--- src/rtl/rc4_decrypt_core.sv ---
// RC4 decryption core: S-box init, key schedule and keystream XOR over an external
// S-array RAM, ciphertext ROM and plaintext RAM, with optional printable-text early abort.
module rc4_decrypt_core #(
  parameter int KEY_BYTES   = 3,
  parameter int MSG_LEN     = 32,
  parameter int CHECK_ASCII = 1,
  localparam int CT_AW      = (MSG_LEN > 1) ? $clog2(MSG_LEN) : 1
) (
  input  logic                   clk,
  input  logic                   rst,
  input  logic                   en,
  output logic                   rdy,
  input  logic [8*KEY_BYTES-1:0] key,
  output logic [7:0]             s_addr,
  output logic [7:0]             s_din,
  output logic                   s_wren,
  input  logic [7:0]             s_dout,
  output logic [CT_AW-1:0]       ct_addr,
  input  logic [7:0]             ct_dout,
  output logic [CT_AW-1:0]       pt_addr,
  output logic [7:0]             pt_din,
  output logic                   pt_wren,
  output logic                   done,
  output logic                   key_ok
);

  // state        | meaning
  // IDLE / DONE  | waiting for en (DONE also holds done and key_ok)
  // INIT         | S[i] = i, one entry per cycle
  // K_*          | key schedule: read S[i], read S[j], swap
  // P_*          | keystream: read S[i], read S[j], swap, read S[si+sj] and ct[k], write pt[k]
  typedef enum logic [4:0] {
    IDLE, INIT, K_RI, K_WI, K_RJ, K_WJ, K_SWI, K_SWJ,
    P_RI, P_WI, P_RJ, P_WJ, P_SWI, P_SWJ, P_RF, P_WF, P_OUT, DONE
  } state_t;

  localparam logic [CT_AW-1:0] K_LAST = CT_AW'(MSG_LEN - 1);

  state_t                 state, state_n;
  logic [7:0]             i, j, si, sj, f, ct;
  logic [CT_AW-1:0]       k;
  logic [8*KEY_BYTES-1:0] key_r;
  logic [7:0]             i_nxt, j_ksa, j_prga, f_addr, pt_byte;
  logic                   ascii_ok, abort;

  // key_r rotates one byte per KSA step so its top byte is always key[i mod KEY_BYTES]
  assign i_nxt    = i + 8'd1;
  assign j_ksa    = j + si + key_r[8*KEY_BYTES-1 -: 8];
  assign j_prga   = j + si;
  assign f_addr   = si + sj;
  assign pt_byte  = f ^ ct;
  assign ascii_ok = (pt_byte == 8'h20) || ((pt_byte >= 8'h61) && (pt_byte <= 8'h7A));
  assign abort    = (CHECK_ASCII != 0) && !ascii_ok;

  always_ff @(posedge clk) begin
    if (rst) state <= IDLE;
    else     state <= state_n;
  end

  always_ff @(posedge clk) begin
    if (rst) begin
      i      <= 8'h00;
      j      <= 8'h00;
      k      <= '0;
      si     <= 8'h00;
      sj     <= 8'h00;
      f      <= 8'h00;
      ct     <= 8'h00;
      key_r  <= '0;
      key_ok <= 1'b0;
    end else begin
      case (state)
        IDLE, DONE: begin
          if (en) begin
            key_r  <= key;
            key_ok <= 1'b0;
            i      <= 8'h00;
            j      <= 8'h00;
            k      <= '0;
          end
        end
        INIT:       i <= i_nxt;
        K_WI, P_WI: si <= s_dout;
        K_RJ:       j <= j_ksa;
        K_WJ, P_WJ: sj <= s_dout;
        K_SWJ: begin
          i     <= i_nxt;
          key_r <= (key_r << 8) | (key_r >> (8*KEY_BYTES - 8));
          if (i == 8'hFF) j <= 8'h00;
        end
        P_RI:       i <= i_nxt;
        P_RJ:       j <= j_prga;
        P_WF: begin
          f  <= s_dout;
          ct <= ct_dout;
        end
        P_OUT: begin
          if (abort)            key_ok <= 1'b0;
          else if (k == K_LAST) key_ok <= 1'b1;
          else                  k <= k + 1'b1;
        end
        default: ;
      endcase
    end
  end

  always_comb begin
    state_n = state;
    rdy     = 1'b0;
    done    = 1'b0;
    s_addr  = 8'h00;
    s_din   = 8'h00;
    s_wren  = 1'b0;
    ct_addr = '0;
    pt_addr = '0;
    pt_din  = 8'h00;
    pt_wren = 1'b0;
    case (state)
      IDLE: begin
        rdy = 1'b1;
        if (en) state_n = INIT;
      end
      INIT: begin
        s_addr = i;
        s_din  = i;
        s_wren = 1'b1;
        if (i == 8'hFF) state_n = K_RI;
      end
      K_RI: begin
        s_addr  = i;
        state_n = K_WI;
      end
      K_WI: state_n = K_RJ;
      K_RJ: begin
        s_addr  = j_ksa;
        state_n = K_WJ;
      end
      K_WJ: state_n = K_SWI;
      K_SWI: begin
        s_addr  = i;
        s_din   = sj;
        s_wren  = 1'b1;
        state_n = K_SWJ;
      end
      K_SWJ: begin
        s_addr  = j;
        s_din   = si;
        s_wren  = 1'b1;
        state_n = (i == 8'hFF) ? P_RI : K_RI;
      end
      P_RI: begin
        s_addr  = i_nxt;
        state_n = P_WI;
      end
      P_WI: state_n = P_RJ;
      P_RJ: begin
        s_addr  = j_prga;
        state_n = P_WJ;
      end
      P_WJ: state_n = P_SWI;
      P_SWI: begin
        s_addr  = i;
        s_din   = sj;
        s_wren  = 1'b1;
        state_n = P_SWJ;
      end
      P_SWJ: begin
        s_addr  = j;
        s_din   = si;
        s_wren  = 1'b1;
        state_n = P_RF;
      end
      P_RF: begin
        s_addr  = f_addr;
        ct_addr = k;
        state_n = P_WF;
      end
      P_WF: state_n = P_OUT;
      P_OUT: begin
        pt_addr = k;
        pt_din  = pt_byte;
        pt_wren = 1'b1;
        state_n = (abort || (k == K_LAST)) ? DONE : P_RI;
      end
      DONE: begin
        rdy  = 1'b1;
        done = 1'b1;
        if (en) state_n = INIT;
      end
      default: state_n = IDLE;
    endcase
  end

endmodule

--- config.mk ---
export PLATFORM = sky130hd
export DESIGN_NAME = rc4_decrypt_core
export DESIGN_NICKNAME = d
export VERILOG_FILES = /design/src/rtl/rc4_decrypt_core.sv
export SDC_FILE = /design/constraint.sdc
export NUM_CORES = 1
export LEC_CHECK = 0
export CORE_AREA = 2 2 106 108
export DETAILED_ROUTE_END_ITERATION = 12
export DIE_AREA = 0 0 108 110
export GPL_TIMING_DRIVEN = 0
export HOLD_SLACK_MARGIN = 0.03
export PLACE_DENSITY = 0.81
export RECOVER_POWER = 100
export SETUP_SLACK_MARGIN = 0.02
export SYNTH_ARGS = -nofsm -noshare
export SYNTH_HDL_FRONTEND = slang
export SYNTH_SLANG_ARGS = --single-unit
--- constraint.sdc ---
create_clock -name clk -period 3.55 [get_ports clk]
set_clock_uncertainty 0.2 [all_clocks]
set_input_delay 0.71 -clock clk [delete_from_list [all_inputs] [get_ports clk]]
set_output_delay 0.71 -clock clk [all_outputs]
set_load 0.005 [all_outputs]
==> impl_metrics.ini <==
[run_status]
status = finished, violations left
violations = max-capacitance violations, max-slew violations, negative setup slack

[global_routing]
grt_pass1_wl_um = 25700
grt_pass1_vias = 5190
grt_use_total_pct = 27.8
grt_max_degree = 15
grt_overflow = 0
antenna_found_initial = 0

[synth]
synth_ff_type = dfxtp_1
yosysUniqueCellTypes = 68
postSynthNetCount = 719
yosys.area.top_type_share_pct = 32.1
netlist_area_um2 = 5180
yosys-top-cells-count = 100 x nor2_1, 83 x dfxtp_1, 83 x nand2_1, 34 x mux2i_1, 32 x a21oi_1
syn_inst = 649
yosysMostFrequentCell = nor2_1
synth_top_area_cell = dfxtp_1
synth_edf_count = 0
yosys-top-cells-area = dfxtp_1 32%, nor2_1 7.2%, mux2i_1 6.6%, nand2_1 6.0%, ha_1 5.8%
ys_seq_area_share_pct = 32.1
ys_async_sr_fraction_pct = 0
ys_ff_latch = 83
synth_area_per_cell_um2 = 7.99
yosys_warnings = 0

[timing]
slew_headroom_pct = -9.34
fin_crit_sh_pct = 119
setup_violations = 13
post-route-worst-setup-slack_ps = -691
clock.fmax_mhz = 236
period_minus_slack_ps = 4240
rsz0062_at_grt = true
report.final.hold_viol_count = 0
hold_ws_ps = 288
finalMaxSlewViolations = 11
tightest_slew_ps = 1630

[finish]
final_nets = 833
diodes = 0
syn_to_final_growth_pct = 30.9
instances_no_fill = 908
stdcell_area_um2 = 6790
drive_gt1_share_pct = 13.9

[power_and_ir_drop]
switching_power_mw = 0.868
clockPowerShare_pct = 31.3
p_sw_share_pct = 33.4
leakagePower_nw = 2.78
total_power_mw = 2.60
powerDensity_nw_per_um2 = 383
peakVddDrop_mv = 0.288
p_comb_share_pct = 28.2
pwr-share-seq_pct = 40.5
p_int_mw = 1.73

[die]
rows = 38
die_x_um = 108
dieArea_um2 = 11900
core_um2 = 10700
initial_core_util_pct = 48.5
die_y_um = 110
ioPinCount = 82

[worst_setup_path]
critPathKind = reg2out
arrival_ps = 3330
cp_max_fo = 2
required_ps = 2640
path_cells = ha_4 -> inv_2 -> fa_2 -> nor2b_2 -> o31a_1 -> o21ai_2 -> nand3_1 -> nor2b_1 -> ha_2 -> or4_4 -> o221ai_2 -> xor2_1 -> o211ai_1 -> buf_2
slowest_stage = or4_4
reg2reg_depth = 7
cp-end-kind = primary output
critPathLaunchType = register
max_stage_delay_ps = 510

[clock_network]
postCtsHoldBufs = 0
clkTransAtPathRegs_ps = 100
clock_path_buffers = 2
cts_inserted_buffers = 9
clock_latency_ps = 380
root_buffer = clkbuf_8
cts_tree = yes
htreeDepth = 3
cts_sinks = 83

[min_path]
hold_path_class = reg2reg
min_path_cells = 2

[route]
wl_um = 16800
routed-wl-met2_um = 8070
wl_per_cell_um = 18.4
vias = 5546
top_layer = met4
wl_met3_um = 1310
drcViolationCount = 0
drt-initial-drc-count = 583
drtPass1Iterations = 6
vias_per_cell = 6.11
wl_met1_um = 6860
antenna_left = 0

[placement]
place.gp.congestion = 0.974
place_area_um2 = 6180
port_buffers = 81
dp_slack_ps = -776
placed_cells = 870
dp_hpwl_um = 12000

[job]
cap_violations = 1
-- placed cells by master, fill, tap and decap left out, drive strengths merged, types with 3 or more instances in the layout --
| master | count |
|---|---|
| a211oi | 9 |
| a21o | 6 |
| a21oi | 32 |
| a221o | 3 |
| a221oi | 5 |
| a222oi | 9 |
| a22oi | 4 |
| a311oi | 24 |
| and2 | 7 |
| and3 | 8 |
| buf | 35 |
| clkbuf | 37 |
| clkdlybuf4s50 | 66 |
| dfxtp | 83 |
| dlygate4sd3 | 8 |
| fa | 3 |
| ha | 24 |
| inv | 26 |
| mux2i | 34 |
| nand2 | 83 |
| nand2b | 8 |
| nand3 | 17 |
| nand3b | 6 |
| nor2 | 100 |
| nor2b | 7 |
| nor3 | 14 |
| o211ai | 4 |
| o21a | 3 |
| o21ai | 22 |
| or3 | 4 |
| or4 | 3 |
| xnor2 | 19 |
| xor2 | 10 |
-- power by group through the flow --
stage	logic [mW]	registers (mW)	clock network [mW]
after floorplan	0.440	1.05	0
after global placement	0.636	1.07	0
after detailed placement	0.657	1.07	0
after CTS	0.685	1.05	0.813
after global routing	0.794	1.06	0.853
final	0.733	1.05	0.814
-- cell families after synthesis --
group	count (synthesis)	share of synthesized area, %
xor gates and xnor gates	29	5.19
and+or+nand+nor	267	23.5
DFF	83	32.1
buffers and inverters	60	4.59
muxes	35	6.78
adders and majority gates	27	6.95
AOI/OAI and AO/OA	148	21.0
-- path summary, 6_finish.rpt --
path | start | end | slack, ps
max | j[0]$_SDFFE_PP0P_ | s_addr[7] | -690
min | key_r[10]$_SDFFE_PP0P_ | key_r[10]$_SDFFE_PP0P_ | 290
max reg2reg | state[4]$_SDFFE_PP0P_ | f[5]$_SDFFE_PP0P_ | 260
min reg2reg | key_r[10]$_SDFFE_PP0P_ | key_r[10]$_SDFFE_PP0P_ | 290
-- final cells by class --
cell class              count  area, um^2
plain buffers              32         138
clock inverters             5        85.1
fillers                   862        3910
flip-flops and latches     83        1680
multi-input cells         506        3490
well taps                 140         175
inverters                  26        97.6
repair buffers            105         971
clock buffers              11         151
-- worst max-delay path, delay by kind of cell (launching register included) --
kind / cells / cell delay [ps]
AND/OR/NAND/NOR: 4 / 830
AO/OA/AOI/OAI: 4 / 770
adder cells (fa/ha/maj): 3 / 550
flip-flops: 1 / 370
XOR/XNOR: 1 / 230
buffers and inverters: 2 / 200
-- flip-flops by register name, indices dropped and copies added (netlist names) --
register	flops
j	8
f	8
i	8
state	5
ct	8
key_r	24
key_ok	1
sj	8
k	5
si	8
-- layer usage --
layer  track usage (%)  vias up
met1              34.8     2607
met5                 0        -
li1                  -     2570
met2              48.2      319
met3              3.82       50
met4              11.8        0
-- metrics by stage --
stage / util (%) / setup TNS (ps)
after global routing: 63.5 / -8750
after floorplan: - / 0
after detailed placement: 57.8 / -2960
after CTS: 61.9 / -2440
final: 63.5 / -2500
after global placement: 57.8 / -2440
-- repair_timing --
action / 4_1_cts / 5_1_grt
hold endpoints to repair: 0 / 0
pin swaps: 22 / 19
setup endpoints to repair: 26 / 26
setup buffers: 11 / 13
resized for setup: 55 / 31
(Power assumes the default switching activity.)
